## config.mk

```make
export PLATFORM = sky130hd
export DESIGN_NAME = ofdm_subcarrier_map
export DESIGN_NICKNAME = d
export VERILOG_FILES = /design/src/rtl/ofdm_subcarrier_map.sv
export SDC_FILE = /design/constraint.sdc
export NUM_CORES = 2
export LEC_CHECK = 0
export BUFFER_PORTS_ARGS = -buffer_cell sky130_fd_sc_hd__buf_2
export CAP_MARGIN = 20
export CORE_MARGIN = 2
export CORE_UTILIZATION = 49
export CTS_BUF_LIST = sky130_fd_sc_hd__clkbuf_8
export CTS_CLUSTER_SIZE = 24
export DETAILED_ROUTE_END_ITERATION = 10
export GPL_ROUTABILITY_DRIVEN = 0
export PLACE_DENSITY = 0.61
export SLEW_MARGIN = 0
export SYNTH_ARGS = -nofsm -noshare
export SYNTH_HDL_FRONTEND = slang
export SYNTH_SLANG_ARGS = --single-unit
```

## constraint.sdc

```tcl
create_clock -name CLK -period 8 [get_ports CLK]
set_clock_uncertainty 0.2 [all_clocks]
set_input_delay 0.4 -clock CLK [delete_from_list [all_inputs] [get_ports CLK]]
set_output_delay 0.4 -clock CLK [all_outputs]
set_load 0.02 [all_outputs]
```

## src/rtl/ofdm_subcarrier_map.sv

```systemverilog
// Ping-pong buffers 48 mapper symbols and emits 64-carrier frames (data, 4 pilots, 12 nulls); valid_o rises 2 cycles after the 48th write.
// in_ready drops while the write bank is full; outputs hold while !ready_i. Define PILOT_POLARITY_EN for LFSR-driven pilot polarity.
module ofdm_subcarrier_map #(
  parameter int W         = 11,
  parameter int PILOT_AMP = 1023
) (
  input  logic         CLK,
  input  logic         RST,
  input  logic         valid_i,
  input  logic [W-1:0] xr_i,
  input  logic [W-1:0] xi_i,
  output logic         in_ready,
  output logic [W-1:0] yr_o,
  output logic [W-1:0] yi_o,
  output logic         valid_o,
  input  logic         ready_i,
  output logic         sof_o,
  output logic         eof_o,
  output logic [15:0]  frames_o
);

  typedef enum logic {S_IDLE, S_RUN} state_t;

  localparam logic [W-1:0] PILOT_POS = W'(PILOT_AMP);

  logic [2*W-1:0] mem_q [0:95];
  state_t         state_q, state_d;
  logic [1:0]     bank_full_q, bank_full_d;
  logic           wb_q, wb_d, rb_q, rb_d;
  logic [5:0]     widx_q, widx_d, ridx_q, ridx_d;
  logic           valid_q, valid_d, sof_q, sof_d, eof_q, eof_d;
  logic [W-1:0]   yr_q, yr_d, yi_q, yi_d;
  logic [15:0]    frames_q, frames_d;
  logic           wr_en, frame_done, load;
  logic [6:0]     wr_addr, rd_addr;
  logic [5:0]     load_k, didx;
  logic           is_null, is_pilot;
  logic [W-1:0]   pilot_val, smp_r, smp_i;

  assign in_ready = !RST && !bank_full_q[wb_q];
  assign wr_en    = valid_i && in_ready;
  assign wr_addr  = (wb_q ? 7'd48 : 7'd0) + {1'b0, widx_q};

`ifdef PILOT_POLARITY_EN
  localparam logic [W-1:0] PILOT_NEG = W'(-PILOT_AMP);
  logic [6:0] lfsr_q, lfsr_d;

  // x^7+x^4+1; the bit leaving the top sets this frame's pilot sign
  always_comb begin
    lfsr_d = lfsr_q;
    if (frame_done) lfsr_d = {lfsr_q[5:0], lfsr_q[6] ^ lfsr_q[3]};
  end

  always_ff @(posedge CLK) begin
    if (RST) lfsr_q <= 7'h7F;
    else     lfsr_q <= lfsr_d;
  end

  assign pilot_val = lfsr_q[6] ? PILOT_NEG : PILOT_POS;
`else
  assign pilot_val = PILOT_POS;
`endif

  always_comb begin
    widx_d      = widx_q;
    wb_d        = wb_q;
    bank_full_d = bank_full_q;
    if (wr_en) begin
      if (widx_q == 6'd47) begin
        widx_d            = 6'd0;
        wb_d              = ~wb_q;
        bank_full_d[wb_q] = 1'b1;
      end else begin
        widx_d = widx_q + 6'd1;
      end
    end
    if (frame_done) bank_full_d[rb_q] = 1'b0;
  end

  // Carrier to load next: the current one when the output register is empty, else the following one
  always_comb begin
    load_k   = valid_q ? ridx_q + 6'd1 : ridx_q;
    is_pilot = (load_k == 6'd7) || (load_k == 6'd21) || (load_k == 6'd43) || (load_k == 6'd57);
    is_null  = (load_k == 6'd0) || ((load_k >= 6'd27) && (load_k <= 6'd37));
    if (load_k < 6'd7)       didx = load_k - 6'd1;
    else if (load_k < 6'd21) didx = load_k - 6'd2;
    else if (load_k < 6'd27) didx = load_k - 6'd3;
    else if (load_k < 6'd43) didx = load_k - 6'd14;
    else if (load_k < 6'd57) didx = load_k - 6'd15;
    else                     didx = load_k - 6'd16;
    rd_addr = (rb_q ? 7'd48 : 7'd0) + {1'b0, didx};
    smp_r   = mem_q[rd_addr][2*W-1:W];
    smp_i   = mem_q[rd_addr][W-1:0];
    if (is_null) begin
      smp_r = '0;
      smp_i = '0;
    end else if (is_pilot) begin
      smp_r = pilot_val;
      smp_i = '0;
    end
  end

  always_comb begin
    state_d    = state_q;
    ridx_d     = ridx_q;
    rb_d       = rb_q;
    valid_d    = valid_q;
    sof_d      = sof_q;
    eof_d      = eof_q;
    yr_d       = yr_q;
    yi_d       = yi_q;
    frames_d   = frames_q;
    frame_done = 1'b0;
    load       = 1'b0;
    case (state_q)
      S_IDLE: begin
        if (bank_full_q[rb_q]) begin
          state_d = S_RUN;
          ridx_d  = 6'd0;
        end
      end
      S_RUN: begin
        if (!valid_q) begin
          load = 1'b1;
        end else if (ready_i) begin
          if (ridx_q == 6'd63) begin
            frame_done = 1'b1;
            valid_d    = 1'b0;
            sof_d      = 1'b0;
            eof_d      = 1'b0;
            yr_d       = '0;
            yi_d       = '0;
            rb_d       = ~rb_q;
            ridx_d     = 6'd0;
            frames_d   = frames_q + 16'd1;
            // Skipping IDLE when the other bank is ready keeps the inter-frame gap to one cycle
            state_d    = bank_full_q[~rb_q] ? S_RUN : S_IDLE;
          end else begin
            ridx_d = ridx_q + 6'd1;
            load   = 1'b1;
          end
        end
      end
      default: state_d = S_IDLE;
    endcase
    if (load) begin
      valid_d = 1'b1;
      sof_d   = (load_k == 6'd0);
      eof_d   = (load_k == 6'd63);
      yr_d    = smp_r;
      yi_d    = smp_i;
    end
  end

  always_ff @(posedge CLK) begin
    if (RST) begin
      state_q     <= S_IDLE;
      bank_full_q <= 2'b00;
      wb_q        <= 1'b0;
      rb_q        <= 1'b0;
      widx_q      <= 6'd0;
      ridx_q      <= 6'd0;
      valid_q     <= 1'b0;
      sof_q       <= 1'b0;
      eof_q       <= 1'b0;
      yr_q        <= '0;
      yi_q        <= '0;
      frames_q    <= 16'd0;
    end else begin
      state_q     <= state_d;
      bank_full_q <= bank_full_d;
      wb_q        <= wb_d;
      rb_q        <= rb_d;
      widx_q      <= widx_d;
      ridx_q      <= ridx_d;
      valid_q     <= valid_d;
      sof_q       <= sof_d;
      eof_q       <= eof_d;
      yr_q        <= yr_d;
      yi_q        <= yi_d;
      frames_q    <= frames_d;
    end
  end

  always_ff @(posedge CLK) begin
    if (wr_en) mem_q[wr_addr] <= {xr_i, xi_i};
  end

  assign valid_o  = valid_q;
  assign sof_o    = sof_q;
  assign eof_o    = eof_q;
  assign yr_o     = yr_q;
  assign yi_o     = yi_q;
  assign frames_o = frames_q;

endmodule

```

After elaboration in Yosys (flattened, before gate mapping)
Memory sizes are Yosys's and may differ from the RTL's.
Cells that the tools add are included.
{"block": "word_totals", "regBits": 58, "ram_bits": 2112, "inputBits": 26, "out_inout_bits": 42, "word_cells": 135, "mem_count": 1}
{"memory": "mem_q", "words": 96, "width": 22, "rd": 1, "rd_ports_with_merged_regs": 0, "wr": 1, "line": "26", "source": "logic [2*W-1:0] mem_q [0:95];"}
{"block": "op_classes", "addsub": 11, "magnitude_cmp": 12, "n_eq_ne": 10, "n_mux": 63, "bitwise": 6, "reduce_logical": 20}
{"operator": "11-bit 2-to-1 mux", "n": 10}
{"operator": "6-bit 2-to-1 mux", "n": 13}
{"operator": "1-bit 2-to-1 mux", "n": 33}
{"operator": "6-bit equality test (second input constant)", "n": 5}
{"operator": "16-bit by 1-bit adder with 16-bit output (second input constant)", "n": 1}
{"operator": "6-bit by 6-bit adder with 7-bit output", "n": 2}
{"operator": "6-bit by 1-bit adder with 6-bit output (second input constant)", "n": 2}
{"operator": "6-bit by 5-bit < comparator with 1-bit output (second input constant)", "n": 2}
{"operator": "6-bit < comparator (second input constant)", "n": 2}
{"operator": "6-bit one-hot mux with 2 select lines", "n": 1}
{"operator": "6-bit by 2-bit subtractor with 6-bit output (second input constant)", "n": 2}
{"operator": "6-bit by 4-bit subtractor with 6-bit output (second input constant)", "n": 2}
{"operator": "4-bit AND reduction", "n": 2}
{"operator": "2-bit nonzero test", "n": 4}
{"operator": "6-bit by 3-bit equality test with 1-bit output (second input constant)", "n": 1}
{"operator": "6-bit by 5-bit equality test with 1-bit output (second input constant)", "n": 1}
{"operator": "6-bit by 5-bit >= comparator with 1-bit output (second input constant)", "n": 1}
{"operator": "6-bit less-or-equal comparator (second input constant)", "n": 1}
{"operator": "6-bit logical NOT", "n": 1}
{"operator": "1-bit by 2-bit < comparator with 1-bit output (second input constant)", "n": 3}
{"operator": "6-bit by 3-bit < comparator with 1-bit output (second input constant)", "n": 1}
{"operator": "2-bit 2-to-1 mux", "n": 3}
{"operator": "6-bit by 1-bit subtractor with 6-bit output (second input constant)", "n": 1}
{"operator": "6-bit by 5-bit subtractor with 6-bit output (second input constant)", "n": 1}
{"operator": "14 further kinds", "n": 27}

Logic depth before layout (Yosys ltp)
An unclocked memory read counts as a cell.
{"block": "logic_depth", "ltp_word": 13, "depth_mapped": 25, "depth_no_buf": 22}

Worst setup path before layout
Ideal clock, no wire load.
{"block": "synth_path", "path_type": "flip-flop to flip-flop", "startpoint": "register valid_q, in the netlist valid_o", "endpoint": "register yr_q[8], in the netlist yr_o[8]", "setup_ns": 0.086, "arrival_time_ns": 5.326, "t_required_ns": 7.714, "setup_slack_ns": 2.388, "stages_incl_launch_ff": 23, "path_buffers": 4, "period_less_slack_ns": 5.612, "path_cell_list": "dfxtp_1 > buf_4 > mux2i_1 > inv_1 > ha_1 > clkbuf_1 > nand4b_1 > and2_1 > a31oi_1 > a22oi_1 > o21ai_0 > o21ai_0 > a21oi_1 > xnor2_1 > ha_1 > fa_1 > clkbuf_1 > nor2b_1 > clkbuf_1 > o21ai_0 > nor4_1 > o22ai_1 > a221oi_2"}
{"block": "synth_via", "elab_chain_cells": 12, "elab_cells_between_ends": 41, "classes_between": "7 x add/sub; 7 x order compare; 4 x eq/ne; 11 x mux; 11 x reduce/logical; 1 x memory"}
{"item": "start, declared", "line": "31", "source": "logic valid_q, valid_d, sof_q, sof_d, eof_q, eof_d;"}
{"item": "start signal, assigned", "line": "176", "source": "valid_q <= valid_d;"}
{"item": "6-bit 2-to-1 mux", "line": "82", "source": "load_k = valid_q ? ridx_q + 6'd1 : ridx_q;"}
{"item": "6-bit by 5-bit subtractor with 6-bit output, or another cell as far along", "line": "90", "source": "else didx = load_k - 6'd16;"}
{"item": "6-bit 2-to-1 mux", "line": "89", "source": "else if (load_k < 6'd57) didx = load_k - 6'd15;"}
{"item": "6-bit 2-to-1 mux", "line": "88", "source": "else if (load_k < 6'd43) didx = load_k - 6'd14;"}
{"item": "6-bit 2-to-1 mux", "line": "87", "source": "else if (load_k < 6'd27) didx = load_k - 6'd3;"}
{"item": "6-bit 2-to-1 mux", "line": "86", "source": "else if (load_k < 6'd21) didx = load_k - 6'd2;"}
{"item": "6-bit 2-to-1 mux", "line": "85", "source": "if (load_k < 6'd7) didx = load_k - 6'd1;"}
{"item": "6-bit by 6-bit adder with 7-bit output", "line": "91", "source": "rd_addr = (rb_q ? 7'd48 : 7'd0) + {1'b0, didx};"}
{"item": "memory 96 x 22 bit"}
{"item": "11-bit 2-to-1 mux", "line": "97", "source": "end else if (is_pilot) begin"}
{"item": "11-bit 2-to-1 mux", "line": "94", "source": "if (is_null) begin"}
{"item": "11-bit 2-to-1 mux", "line": "146", "source": "if (load) begin"}
{"item": "end signal, assigned", "line": "179", "source": "yr_q <= yr_d;"}
{"item": "end, declared", "line": "32", "source": "logic [W-1:0] yr_q, yr_d, yi_q, yi_d;"}
Parallel ways exist; a longest one is shown, timed or not.
A chain may end at the register's enable or synchronous reset.

Final worst setup path
{"block": "layout_path", "startpoint": "register ridx_q[0]", "endpoint": "register yr_q[8], in the netlist yr_o[8]"}
{"block": "layout_via", "elab_chain_cells": 13, "elab_cells_between_ends": 45, "classes_between": "8 x add/sub; 7 x order compare; 5 x eq/ne; 13 x mux; 11 x reduce/logical; 1 x memory"}
{"item": "start, declared", "line": "30", "source": "logic [5:0] widx_q, widx_d, ridx_q, ridx_d;"}
{"item": "start signal, assigned", "line": "175", "source": "ridx_q <= ridx_d;"}
{"item": "6-bit by 1-bit adder with 6-bit output", "line": "82"}
{"item": "6-bit 2-to-1 mux", "line": "82"}
{"item": "6-bit by 5-bit subtractor with 6-bit output, or another cell as far along", "line": "90"}
{"item": "6-bit 2-to-1 mux", "line": "89"}
{"item": "6-bit 2-to-1 mux", "line": "88"}
{"item": "6-bit 2-to-1 mux", "line": "87"}
{"item": "6-bit 2-to-1 mux", "line": "86"}
{"item": "6-bit 2-to-1 mux", "line": "85"}
{"item": "6-bit by 6-bit adder with 7-bit output", "line": "91"}
{"item": "memory 96 x 22 bit"}
{"item": "11-bit 2-to-1 mux", "line": "97"}
{"item": "11-bit 2-to-1 mux", "line": "94"}
{"item": "11-bit 2-to-1 mux", "line": "146"}
Parallel ways exist; a longest one is shown, timed or not.

==> results.py <==
metrics = {
    "sta": {
        "rsz0062_at_grt": "false",
        "min_period_ns": 7.71,
        "finalSetupTns_ns": 0,
        "finalHoldViolCount": 0,
        "setup_viol": 0,
        "max-slew-margin-rel_pct": 22.3,
        "slew_viol_final": 0,
        "min_period_over_period_pct": 96.3,
        "hold_slack_ns": 0.0300,
        "max_freq_mhz": 130,
        "worstMarginPinSlew_ns": 1.17,
    },
    "layout": {
        "final_cell_area_sq_mm": 0.0974,
        "drive_gt1_share_pct": 12.6,
        "fin_nets": 6570,
        "area_growth_pct": 12.0,
        "fillers": 14300,
    },
    "yosys": {
        "synthFlopType": "edfxtp_1",
        "ys_warn_count": 0,
        "synth_edf_count": 2112,
        "synth_top_area_share_pct": 72.9,
        "yosysSeqAreaShare_pct": 74.3,
        "synthTopCellsByArea": "edfxtp_1 (73%), nand2_1 (6.2%), mux2i_1 (3.4%), nand3_1 (2.5%), a21oi_1 (1.4%)",
        "synth_top_cell_by_area": "edfxtp_1",
        "synthTopCellsByCount": "edfxtp_1 (2,112), nand2_1 (1,445), nand3_1 (438)",
        "syn_nets": 6309,
        "syn_avg_cell_area_sq_um": 13.9,
        "synth.most_common_cell": "edfxtp_1",
        "synth.distinct_cells": 71,
        "syn_area_sq_mm": 0.0870,
        "async_reset_ff_share_pct": 0,
        "syn_inst": 6263,
        "ys_ff_latch": 2170,
    },
    "die": {
        "rows": 154,
        "ioPinCount": 68,
        "dieArea_sq_mm": 0.181,
        "die_w_um": 425,
        "start_util_pct": 49.3,
        "fp.dieH_um": 425,
        "core_area_sq_mm": 0.176,
    },
    "worst_setup_path": {
        "cp.required_ns": 8.79,
        "path_cells": "ha_1 > and3_1 > nand2_1 > xor2_1 > inv_1 > ha_1 > or3_1 > nand2_1 > a22oi_1 > o21ai_0 > o21ai_0 > a21oi_1 > xnor2_1 > ha_1 > fa_2 > nor2b_1 > o21ai_0 > nor4_1 > o22ai_1 > a221oi_2 > dlygate4sd3_1",
        "crit_end": "yr_o[8]",
        "reg2reg_to": "yr_o[8]",
        "rrSetupSlack_ns": 0.29,
        "cp.arrival_ns": 8.50,
        "crit_start": "ridx_q[0]",
        "cp_max_fo": 14,
        "start_kind": "flip-flop",
        "cpMaxStageDelayCell": "nor4_1",
        "r2r_cells": 21,
        "crit_buf_inv": 2,
        "critPathKind": "flip-flop to flip-flop",
        "reg2reg_from": "ridx_q[0]",
        "critPathTopFamily": "simple AND/OR/NAND/NOR gates",
        "cp_num_cells": 21,
        "endpoint_kind": "flip-flop",
        "critPathMaxStageDelay_ns": 0.81,
    },
    "route": {
        "num_vias": 56000,
        "drt.antenna.violating_nets": 0,
        "wire_per_inst_um": 28.9,
        "wl_mm": 264,
        "drc_errors": 0,
        "dr.pass1.iters": 9,
        "first_iter_violations": 7450,
        "vias_per_cell": 6.14,
    },
    "power_and_ir_drop": {
        "total_leakage_power_nw": 33.9,
        "p_int_mw": 16.9,
        "p_per_area_mw_per_mm2": 220,
        "clkPwrFrac_pct": 40.5,
        "share_comb_of_total_power_pct": 1.3,
        "swShare_pct": 21.3,
        "p_switching_mw": 4.56,
        "p_seq_share_pct": 58.2,
        "ir_worst_vdd_mv": 0.191,
        "total_power_mw": 21.4,
    },
    "clock_tree": {
        "post_cts_buffers": 0,
        "clockRootBuffer": "clkbuf_8",
        "clk_latency_ns": 1.09,
        "cts_tree": "done",
        "htree_num_levels": 5,
        "path_clk_slew_ns": 0.06,
        "cts_buffers": 357,
        "cts_sinks": 2170,
        "cts_buffer_depth": 4,
    },
    "place": {
        "place_hpwl_mm": 158,
        "io_buffers": 67,
        "placed_area_sq_mm": 0.0909,
    },
    "global_routing": {
        "overflow": 0,
        "grt_usage_pct": 28.7,
        "first_global_vias": 52400,
        "antenna_found_initial": 11,
        "grt_max_degree": 125,
        "grt_pass1_wl_mm": 377,
    },
    "flow_run": {
        "drv_cap": 0,
    },
    "hold_path": {
        "hold_path_class": "input pin to flip-flop",
    },
    "status": {
        "status": "finished, final reports clean",
    },
}
placed cells by master (no fill, tap or decap), types with 29 or more instances in the layout:
| cell type | count |
|---|---|
| o22ai_1 | 63 |
| nor2_4 | 31 |
| inv_1 | 166 |
| mux2i_1 | 294 |
| edfxtp_1 | 2112 |
| a311oi_1 | 89 |
| and3_1 | 107 |
| nor2_1 | 155 |
| a22oi_1 | 99 |
| nand2_1 | 1442 |
| a211oi_1 | 40 |
| nor2_2 | 68 |
| clkinv_2 | 31 |
| buf_2 | 51 |
| o21ai_0 | 29 |
| a2111oi_0 | 39 |
| a31oi_1 | 93 |
| a32oi_1 | 33 |
| a21oi_1 | 246 |
| clkbuf_8 | 381 |
| dfxtp_1 | 58 |
| nand3_1 | 438 |
| o221ai_1 | 48 |
| buf_4 | 207 |
| clkinv_1 | 69 |
stage by stage:
step / worst slack, ns / utilization (%) / std cells
detailed placement: 0.529 / 51.6 / 8476
CTS: 0.506 / 55.2 / 9106
finish: 0.294 / 55.3 / 9118
floorplan: 2.39 / - / 6263
global placement: 0.150 / 51.5 / 8461
global route: 0.000796 / 55.2 / 9114
sequential cells by signal, indices dropped and copies added, names as in the netlist, 2 cells and up:
| signal | count |
|---|---|
| bank_full_q | 2 |
| frames_o | 16 |
| mem_q | 2112 |
| ridx_q | 6 |
| widx_q | 6 |
| yi_o | 11 |
| yr_o | 11 |
cells by family after synthesis:
kind of cell,count (synthesis),synth area share (%)
AOI/OAI and AO/OA,917,7.37
xor gates and xnor gates,25,0.278
adders and majority gates,20,0.305
buffers and inverters,462,2.42
DFF,2170,74.3
muxes,314,3.89
and+or+nand+nor,2355,11.5
worst min path at each step:
stage                      startpoint            end  slack (ns)  cells past startpoint
final                         xr_i[9]  mem_q[38][20]        0.03                      2
after global routing          xr_i[9]  mem_q[38][20]        0.02                      2
after CTS                     xr_i[4]  mem_q[14][15]        0.02                      2
after detailed placement  frames_o[5]    frames_o[5]        0.29                      2
after global placement    frames_o[7]    frames_o[7]        0.28                      2
after floorplan               xi_i[0]    mem_q[0][0]        0.30                      0
layer usage:
layer  share of wire [%]  vias to the layer above  wire length (um)  global-route usage [%]
li1                    -                    24200                 -                       -
met1                  40                    28200            104000                    39.4
met2                  46                     2945            121000                    44.2
met3                 9.5                      613             25000                    6.10
met4                 4.9                        8             13000                    13.1
met5               0.025                        -                66                       0
power groups by stage:
stage | clock network, mW | logic, mW | registers, mW
2_1_floorplan | 0 | 0.0133 | 12.7
3_3_place_gp | 0 | 0.252 | 12.7
3_5_place_dp | 0 | 0.262 | 12.7
4_1_cts | 8.79 | 0.272 | 12.5
5_1_grt | 9.28 | 0.283 | 12.5
6_report | 8.70 | 0.273 | 12.5
cell type report:
class	instances	area (sq um)	area share, %
multi-input cells	3631	20800	21.4
flip-flops and latches	2170	64600	66.3
diodes	9	22.5	0.0231
inverters	48	180	0.185
clock inverters	223	920	0.944
repair buffers	316	2710	2.78
clock buffers	381	5240	5.38
well taps	2340	2930	3.01
repair_timing:
| action | in CTS | in global routing |
|---|---|---|
| gates resized for setup | 0 | 0 |
| endpoints found under the hold margin | 891 | 0 |
| hold buffers | 26 | 0 |
No activity file was read; power rests on OpenSTA's default activity.
